--- src/rtl/if_pkg.sv ---
// Shared constants and state encoding for the instruction-fetch stage.
package if_pkg;
  localparam logic [1:0]  PCSRC_PC4    = 2'b00;
  localparam logic [1:0]  PCSRC_PCIMM  = 2'b01;
  localparam logic [1:0]  PCSRC_REGIMM = 2'b10;
  localparam logic [31:0] NOP_INSTR    = 32'h0000_0013;

  typedef enum logic [1:0] {FETCH, HOLD, DISCARD} if_state_t;
endpackage

--- src/rtl/if_next_pc.sv ---
// Next-PC selection: resolves ID redirects and picks the value pc_q takes at the next edge.
import if_pkg::*;

module if_next_pc (
  input  if_state_t   i_state,
  input  logic        i_en,
  input  logic        i_ready,
  input  logic [1:0]  i_pcsrc,
  input  logic [31:0] i_pc_imm,
  input  logic [31:0] i_reg_imm,
  input  logic [31:0] i_pc,
  input  logic [31:0] i_buf_pc,
  input  logic [31:0] i_redir,
  output logic        o_redirect,
  output logic [31:0] o_target,
  output logic [31:0] o_next_pc
);
  // ID operands may be stale while stalled, so a redirect only counts when advancing.
  assign o_redirect = i_en && (i_pcsrc == PCSRC_PCIMM || i_pcsrc == PCSRC_REGIMM);
  assign o_target   = (i_pcsrc == PCSRC_REGIMM) ? i_reg_imm : i_pc_imm;

  always_comb begin
    o_next_pc = i_pc;
    unique case (i_state)
      FETCH: begin
        if (i_ready && o_redirect)  o_next_pc = o_target;
        else if (i_ready && i_en)   o_next_pc = i_pc + 32'd4;
      end
      HOLD: begin
        if (o_redirect)             o_next_pc = o_target;
        else if (i_en)              o_next_pc = i_buf_pc + 32'd4;
      end
      DISCARD: begin
        if (i_ready)                o_next_pc = o_redirect ? o_target : i_redir;
      end
      default:                      o_next_pc = i_pc;
    endcase
  end
endmodule

--- src/rtl/if_fetch_stage.sv ---
// Instruction-fetch stage: owns the PC, the single-outstanding imem handshake and the IF/ID register.
import if_pkg::*;

module if_fetch_stage #(
  parameter logic [31:0] RESET_PC  = 32'h0000_0000,
  parameter logic [31:0] NOP_INSTR = if_pkg::NOP_INSTR
) (
  input  logic        clk_i,
  input  logic        rst_n_i,
  input  logic        en_i,
  input  logic [1:0]  IF_PCsrc_i,
  input  logic [31:0] IF_pcPlusImm_i,
  input  logic [31:0] IF_regPlusImm_i,
  output logic        imem_req_o,
  output logic [31:0] imem_addr_o,
  input  logic        imem_ready_i,
  input  logic [31:0] imem_rdata_i,
  output logic        IMemReady_o,
  output logic [24:0] Instr31_7_o,
  output logic [4:0]  rs1_o,
  output logic [4:0]  rs2_o,
  output logic [4:0]  rd_o,
  output logic [6:0]  op_o,
  output logic [2:0]  funct3_o,
  output logic        funct7_5_o,
  output logic [31:0] PC_o,
  output logic [31:0] pcPlus4_o
);
  if_state_t   r_state, w_nstate;
  logic [31:0] r_pc, r_buf, r_buf_pc, r_redir;
  logic [31:0] r_instr, r_pc_o, r_pc4_o;
  logic        r_valid;

  logic        w_redirect, w_load, w_bubble, w_buf_we, w_redir_we;
  logic [31:0] w_target, w_next_pc, w_ld_instr, w_ld_pc;

  if_next_pc u_next_pc (
    .i_state    (r_state),
    .i_en       (en_i),
    .i_ready    (imem_ready_i),
    .i_pcsrc    (IF_PCsrc_i),
    .i_pc_imm   (IF_pcPlusImm_i),
    .i_reg_imm  (IF_regPlusImm_i),
    .i_pc       (r_pc),
    .i_buf_pc   (r_buf_pc),
    .i_redir    (r_redir),
    .o_redirect (w_redirect),
    .o_target   (w_target),
    .o_next_pc  (w_next_pc)
  );

  always_comb begin
    w_nstate   = r_state;
    w_load     = 1'b0;
    w_bubble   = 1'b0;
    w_buf_we   = 1'b0;
    w_redir_we = 1'b0;
    w_ld_instr = imem_rdata_i;
    w_ld_pc    = r_pc;
    unique case (r_state)
      FETCH: begin
        if (imem_ready_i) begin
          if (w_redirect)  w_bubble = 1'b1;
          else if (en_i)   w_load   = 1'b1;
          else begin
            w_buf_we = 1'b1;
            w_nstate = HOLD;
          end
        end else if (w_redirect) begin
          // Request already on the bus: finish it at the old address, remember the target.
          w_bubble   = 1'b1;
          w_redir_we = 1'b1;
          w_nstate   = DISCARD;
        end else if (en_i) begin
          w_bubble = 1'b1;
        end
      end
      HOLD: begin
        w_ld_instr = r_buf;
        w_ld_pc    = r_buf_pc;
        if (en_i) begin
          w_nstate = FETCH;
          if (w_redirect) w_bubble = 1'b1;
          else            w_load   = 1'b1;
        end
      end
      DISCARD: begin
        w_bubble   = en_i;
        w_redir_we = w_redirect;
        if (imem_ready_i) w_nstate = FETCH;
      end
      default: w_nstate = FETCH;
    endcase
  end

  always_ff @(posedge clk_i) begin
    if (!rst_n_i) begin
      r_state  <= FETCH;
      r_pc     <= RESET_PC;
      r_buf    <= NOP_INSTR;
      r_buf_pc <= 32'd0;
      r_redir  <= 32'd0;
      r_instr  <= NOP_INSTR;
      r_valid  <= 1'b0;
      r_pc_o   <= 32'd0;
      r_pc4_o  <= 32'd0;
    end else begin
      r_state <= w_nstate;
      r_pc    <= w_next_pc;
      if (w_buf_we) begin
        r_buf    <= imem_rdata_i;
        r_buf_pc <= r_pc;
      end
      if (w_redir_we) r_redir <= w_target;
      if (w_load) begin
        r_instr <= w_ld_instr;
        r_valid <= 1'b1;
        r_pc_o  <= w_ld_pc;
        r_pc4_o <= w_ld_pc + 32'd4;
      end else if (w_bubble) begin
        r_instr <= NOP_INSTR;
        r_valid <= 1'b0;
      end
    end
  end

  assign imem_req_o  = (r_state != HOLD);
  assign imem_addr_o = r_pc;
  assign IMemReady_o = r_valid;
  assign Instr31_7_o = r_instr[31:7];
  assign rs1_o       = r_instr[19:15];
  assign rs2_o       = r_instr[24:20];
  assign rd_o        = r_instr[11:7];
  assign op_o        = r_instr[6:0];
  assign funct3_o    = r_instr[14:12];
  assign funct7_5_o  = r_instr[30];
  assign PC_o        = r_pc_o;
  assign pcPlus4_o   = r_pc4_o;
endmodule

--- config.mk ---
export PLATFORM = sky130hd
export DESIGN_NAME = if_fetch_stage
export DESIGN_NICKNAME = d
export VERILOG_FILES = /design/src/rtl/if_pkg.sv /design/src/rtl/if_next_pc.sv /design/src/rtl/if_fetch_stage.sv
export SDC_FILE = /design/constraint.sdc
export NUM_CORES = 1
export LEC_CHECK = 0
export CAP_MARGIN = 0
export CELL_PAD_IN_SITES_DETAIL_PLACEMENT = 2
export CELL_PAD_IN_SITES_GLOBAL_PLACEMENT = 2
export CORE_MARGIN = 3
export CORE_UTILIZATION = 33
export DETAILED_ROUTE_END_ITERATION = 12
export GPL_TIMING_DRIVEN = 0
export PLACE_DENSITY = 0.89
export SYNTH_ARGS = -nofsm -noshare
export SYNTH_HDL_FRONTEND = slang
export SYNTH_SLANG_ARGS = --single-unit
export TNS_END_PERCENT = 30
--- constraint.sdc ---
create_clock -name clk_i -period 6.25 [get_ports clk_i]
set_input_delay 0.625 -clock clk_i [delete_from_list [all_inputs] [get_ports clk_i]]
set_output_delay 0.625 -clock clk_i [all_outputs]
set_load 0.02 [all_outputs]
-- Yosys cells after proc, flatten, opt, wreduce, memory -nomap -nowiden
Index checks and enable logic that the tools add are counted.
- $add $sub $neg: 3
- multipliers: 0
- divide/modulo/power cells: 0
- order comparisons: 0
- equality and inequality tests: 12
- shifts and indexed selects: 0
- mux-type cells: 38
- bitwise gates (word level): 0
- reduce and logical (&&, ||, !) cells: 9
- operator list (operator ; number):
    32-bit 2-to-1 mux ; 11
    32-bit by 3-bit adder with 32-bit output, second input constant ; 3
    32-bit case mux with 3 select lines ; 1
    1-bit 2-to-1 mux ; 16
    2-bit 2-to-1 mux ; 6
    3-bit by 2-bit inequality test with 1-bit output, second input constant ; 3
    2-bit case mux with 3 select lines ; 1
    5-bit AND reduction ; 1
    2-bit by 1-bit == test with 1-bit output, second input constant ; 2
    2-bit == test, second input constant ; 2
    2-bit inequality test, second input constant ; 2
    1-bit case mux with 2 select lines ; 2
    4-bit AND reduction ; 1
    1-bit logical AND ; 3
    3-bit by 1-bit inequality test with 1-bit output, second input constant ; 1
    3-bit inequality test, second input constant ; 1
    1-bit case mux with 3 select lines ; 1
    3-bit nonzero test ; 1
    2-bit zero test ; 1
    2-bit by 1-bit inequality test with 1-bit output, second input constant ; 1
    2-bit nonzero test ; 1
    1-bit logical OR ; 1
- register bits after elaboration: 227
- bits in latches: 0
- memory bits (writable): 0
- bits in read-only memories: 0
- input bits: 102
- output and inout port bits: 149
- word-level logic and storage cells: 71
- memories: 0

-- Longest topological paths before layout
- word-level depth: 8
- mapped depth: 15
- mapped depth without buffers: 10

-- Cells and area by module
From an unflattened synthesis, not the netlist that was laid out.
- cells, all modules: 1767
- area total of the unflattened synthesis: 13390.3 µm²
- modules (own cells, without submodules) (module ; instances ; cells each ; area an instance (µm²) ; sequential area each (µm²)):
    if_fetch_stage ; 1 ; 1153 ; 9633.0 ; 4504.3
    if_next_pc ; 1 ; 614 ; 3757.4 ; 0.0

-- Least setup slack after synthesis
No wires, ideal clock.
- path type: register to register
- from: reg r_state[1]
- to: reg r_pc4_o[24] (netlist: pcPlus4_o[24])
- setup time: 0.115 ns
- arrival time: 2.873 ns
- required time: 6.135 ns
- path slack: 3.262 ns
- stages on the path, launching flop included: 16
- buffers on the path: 5
- period minus slack after synthesis: 2.988 ns
- cells stage by stage: dfxtp_1 -> inv_1 -> ha_1 -> buf_6 -> clkbuf_8 -> buf_2 -> clkbuf_8 -> buf_2 -> mux2_2 -> ha_1 -> a21boi_0 -> nand4_1 -> nor2_1 -> xor2_1 -> o21ai_0 -> and2_1
- word-level cells in the longest chain between the ends: 3
- elaborated cells on any way between the ends: 5
- those cells by class: add/sub (1); eq/ne (1); mux (2); reduce/logical (1)
- ends and longest elaborated chain (element ; line ; RTL):
    from (decl) ; if_fetch_stage.sv:29 ; if_state_t r_state, w_nstate;
    from (signal assigned) ; if_fetch_stage.sv:108 ; r_state <= w_nstate;
    2-bit by 1-bit == test with 1-bit output ; if_fetch_stage.sv:60 ; unique case (r_state)
    32-bit 2-to-1 mux ; if_fetch_stage.sv:60 ;
    net w_ld_pc[3] ; if_fetch_stage.sv:35 ; logic [31:0] w_target, w_next_pc, w_ld_instr, w_ld_pc;
    32-bit by 3-bit adder with 32-bit output ; if_fetch_stage.sv:119 ; r_pc4_o <= w_ld_pc + 32'd4;
    to (signal assigned) ; if_fetch_stage.sv:119 ;
    to (decl) ; if_fetch_stage.sv:31 ; logic [31:0] r_instr, r_pc_o, r_pc4_o;
The timed path passes the listed nets, and every way through them passes these cells.
A chain may end at the register's enable or synchronous reset.

-- Final worst setup path
- from: reg r_state[1]
- to: reg r_pc4_o[30] (netlist: pcPlus4_o[30])
Same word-level chain as after synthesis.

==> impl_metrics.json <==
{
  "status": "completed",
  "dp_cells": 2298,
  "power_density_mw_per_mm2": 289,
  "slew_violations": 0,
  "area_growth_pct": 32.6,
  "ys_seq_area_share_pct": 36.2,
  "clkLatencyLatePin_ns": 0.55,
  "cts_num_sinks": 225,
  "first_global_vias": 15000,
  "maxCapViolations": 0,
  "num_rows": 70,
  "htreeDepth": 1,
  "synth-async-reset-ratio_pct": 0,
  "path_cells": "inv_1 > ha_1 > buf_6 > clkbuf_8 > buf_2 > clkbuf_8 > buf_2 > mux2_2 > ha_1 > a21boi_0 > nand4_1 > nor2_1 > xor2_1 > o21ai_1 > and2_1",
  "grt_antenna_before_repair": 1,
  "synth_edf_count": 0,
  "cp-endpoint": "pcPlus4_o[30]$_SDFFE_PN0P_",
  "coreArea_sq_mm": 0.0369,
  "synthTopCellsByArea": "dfxtp_1 36%, nand2_1 8.7%, mux2i_1 7.1%, o211a_1 4.5%, a21boi_0 4.1%",
  "clock_power_share_pct": 35.3,
  "swShare_pct": 35.4,
  "yosysUniqueCellTypes": 69,
  "synth_top_area_share_pct": 36.2,
  "syn_nets": 1654,
  "critPathLaunchType": "flip-flop",
  "die-area_sq_mm": 0.0401,
  "reg2reg_to": "pcPlus4_o[30]$_SDFFE_PN0P_",
  "ioPinCount": 251,
  "layout-drive-gt1-share_pct": 7.17,
  "firstDrtPassIters": 7,
  "grt_pass1_wl_um": 93800,
  "postRouteAntennaNets": 0,
  "clock.fmax_mhz": 225,
  "crit_path_start": "r_state[1]$_SDFFE_PN0P_",
  "tns_ns": 0,
  "setup_violations": 0,
  "cts_root_buffer": "clkbuf_16",
  "die_w_um": 200,
  "drt-initial-drc-count": 883,
  "min_period_over_period_pct": 71.1,
  "hold_buffers": 0,
  "cp.required_ns": 6.69,
  "tightest_slew_ns": 0.970,
  "hp-class": "flip-flop to flip-flop",
  "cpPeakStageDelay_ns": 0.69,
  "fill_cells": 4120,
  "grt_usage_pct": 30.1,
  "p_int_mw": 3.08,
  "initial_utilization_pct": 33.7,
  "fp.dieH_um": 200,
  "ctsResizeCount": 0,
  "power.total_mw": 4.77,
  "drcViolationCount": 0,
  "reg2reg_setup_slack_ns": 1.81,
  "crit_family": "buffers and inverters",
  "slew_headroom_pct": 34.9,
  "ys_seq_elements": 225,
  "setup.worst_path.class": "flip-flop to flip-flop",
  "final_cell_mix": "288 x nand2_1, 250 x clkdlybuf4s50_1, 225 x dfxtp_1",
  "crit_fanout": 10,
  "power_frac_seq_pct": 35.6,
  "synth_top_flop_cell": "dfxtp_1",
  "cts_buffers": 27,
  "vias": 13300,
  "viasPerCell": 5.65,
  "cellLeakagePower_nw": 6.17,
  "cts_setup_buffers": 0,
  "layout_commonest_cell": "nand2_1",
  "cts_buffer_depth": 3,
  "syn_area_per_cell_sq_um": 8.06,
  "grt_overflow": 0,
  "netlist_area_sq_mm": 0.0124,
  "grt_max_degree": 13,
  "layoutNonFillerInstCount": 2345,
  "setup_slack_ns": 1.81,
  "p_sw_mw": 1.69,
  "synthCells": 1544,
  "vdd_ir_drop_max_mv": 0.193,
  "skew_ns": 0.0203,
  "hold_viol": 0,
  "seq_area_sq_mm": 0.00450,
  "dp_slack_ns": 2.07,
  "cp_slowest_cell": "a21boi_0",
  "cts.clk_slew.worst_paths_ns": 0.06,
  "routedWlPerCell_um": 26.5,
  "rsz0062_at_grt": "false",
  "place_congestion": 0.923,
  "synth_top_area_cell": "dfxtp_1",
  "period_needed_ns": 4.44,
  "hold-worst-slack_ns": 0.473,
  "r2r-start": "r_state[1]$_SDFFE_PN0P_",
  "yosysWarnings": 0,
  "io_buffers": 250,
  "r2r_cells": 15,
  "finalNetCount": 1933,
  "critPathBufInv": 6,
  "cp.arrival_ns": 4.88,
  "cts_tree": "done",
  "routed_wl_um": 62300,
  "critPathCaptureType": "flip-flop",
  "share_comb_of_total_power_pct": 29.1,
  "multi_input_area_sq_mm": 0.00711,
  "place_hpwl_um": 46000,
  "crit_cells": 15
}
Yosys cell counts, drive strengths merged (10+ instances only):
master    n
inv      14
nor2b    41
nand4    22
a21oi    79
nand3    55
clkbuf   97
buf      55
o21ai    70
and3     12
o211ai   17
mux2i    88
a21boi   68
o22ai    10
a22oi    11
nor2    102
xnor2    37
xor2     26
nand2   288
dfxtp   225
mux2     17
and2     26
nor3     22
o211a    56
how the worst min path moves through the flow:
| stage | from | end | slack [ns] | cells after the start |
|---|---|---|---|---|
| after detailed placement | r_buf[8]$_SDFFE_PN0P_ | r_buf[8]$_SDFFE_PN0P_ | 0.46 | 2 |
| after CTS | r_buf[9]$_SDFFE_PN0P_ | r_buf[9]$_SDFFE_PN0P_ | 0.48 | 2 |
| after floorplan | r_buf[0]$_SDFFE_PN1P_ | r_buf[0]$_SDFFE_PN1P_ | 0.43 | 2 |
| after global placement | r_buf[4]$_SDFFE_PN1P_ | r_buf[4]$_SDFFE_PN1P_ | 0.44 | 2 |
| final | r_buf[1]$_SDFFE_PN1P_ | r_buf[1]$_SDFFE_PN1P_ | 0.47 | 2 |
| after global routing | pcPlus4_o[16]$_SDFFE_PN0P_ | pcPlus4_o[16]$_SDFFE_PN0P_ | 0.50 | 2 |
power groups by stage:
stage	Clock, mW	Sequential (mW)	Combinational (mW)
global placement	0	1.71	1.29
global route	1.76	1.71	1.48
floorplan	0	1.75	0.679
CTS	1.70	1.69	1.38
finish	1.68	1.70	1.39
detailed placement	0	1.72	1.34
sequential cells by signal (all words and copies together) (netlist names):
name and cells:
imem_addr_o 32, r_buf_pc 32, r_instr 32, pcPlus4_o 30, PC_o 32, r_state 2, r_redir 32, IMemReady_o 1
r_buf 32
routing by layer:
| layer | vias to the layer above | track usage [%] | wire length [um] |
|---|---|---|---|
| li1 | 5927 | - | - |
| met4 | 2 | 13.9 | 3210 |
| met1 | 6694 | 35.0 | 24700 |
| met5 | - | 0 | 11 |
| met3 | 169 | 5.25 | 3550 |
| met2 | 463 | 53.7 | 30800 |
area by class of cell:
class                      instances  area share (%)
buffer                           153            4.72
clock buffer                      38            4.89
timing repair buffer             250            15.2
tap                              504            3.82
clock inverter                     8           0.720
sequential                       225            27.3
inverter                          14           0.318
multi-input combinational       1152            43.1
antenna                            1          0.0152
worst register-to-register path: stages (launching register included):
cell      delay, ns
dfxtp_1        0.35
inv_1          0.11
ha_1           0.17
buf_6          0.18
clkbuf_8       0.21
buf_2          0.33
clkbuf_8       0.29
buf_2          0.35
mux2_2         0.28
ha_1           0.24
a21boi_0       0.69
nand4_1        0.45
nor2_1         0.23
xor2_1         0.23
o21ai_1        0.08
and2_1         0.15
metrics by stage:
step                util (%)  area [sq um]
CTS                     44.7         16500
detailed placement      42.2         15600
global route            44.7         16500
floorplan                  -         12400
finish                  44.8         16500
global placement        42.2         15600
logic make-up after synthesis:
kind of cell / Yosys count / share of synthesized area (%)
flops: 225 / 36.2
buf+inv: 167 / 6.68
mux: 105 / 8.62
fa+ha+maj: 8 / 0.805
simple gates: 613 / 23.0
xor+xnor: 63 / 4.44
compound gates: 363 / 20.3
(Power assumes the default switching activity.)
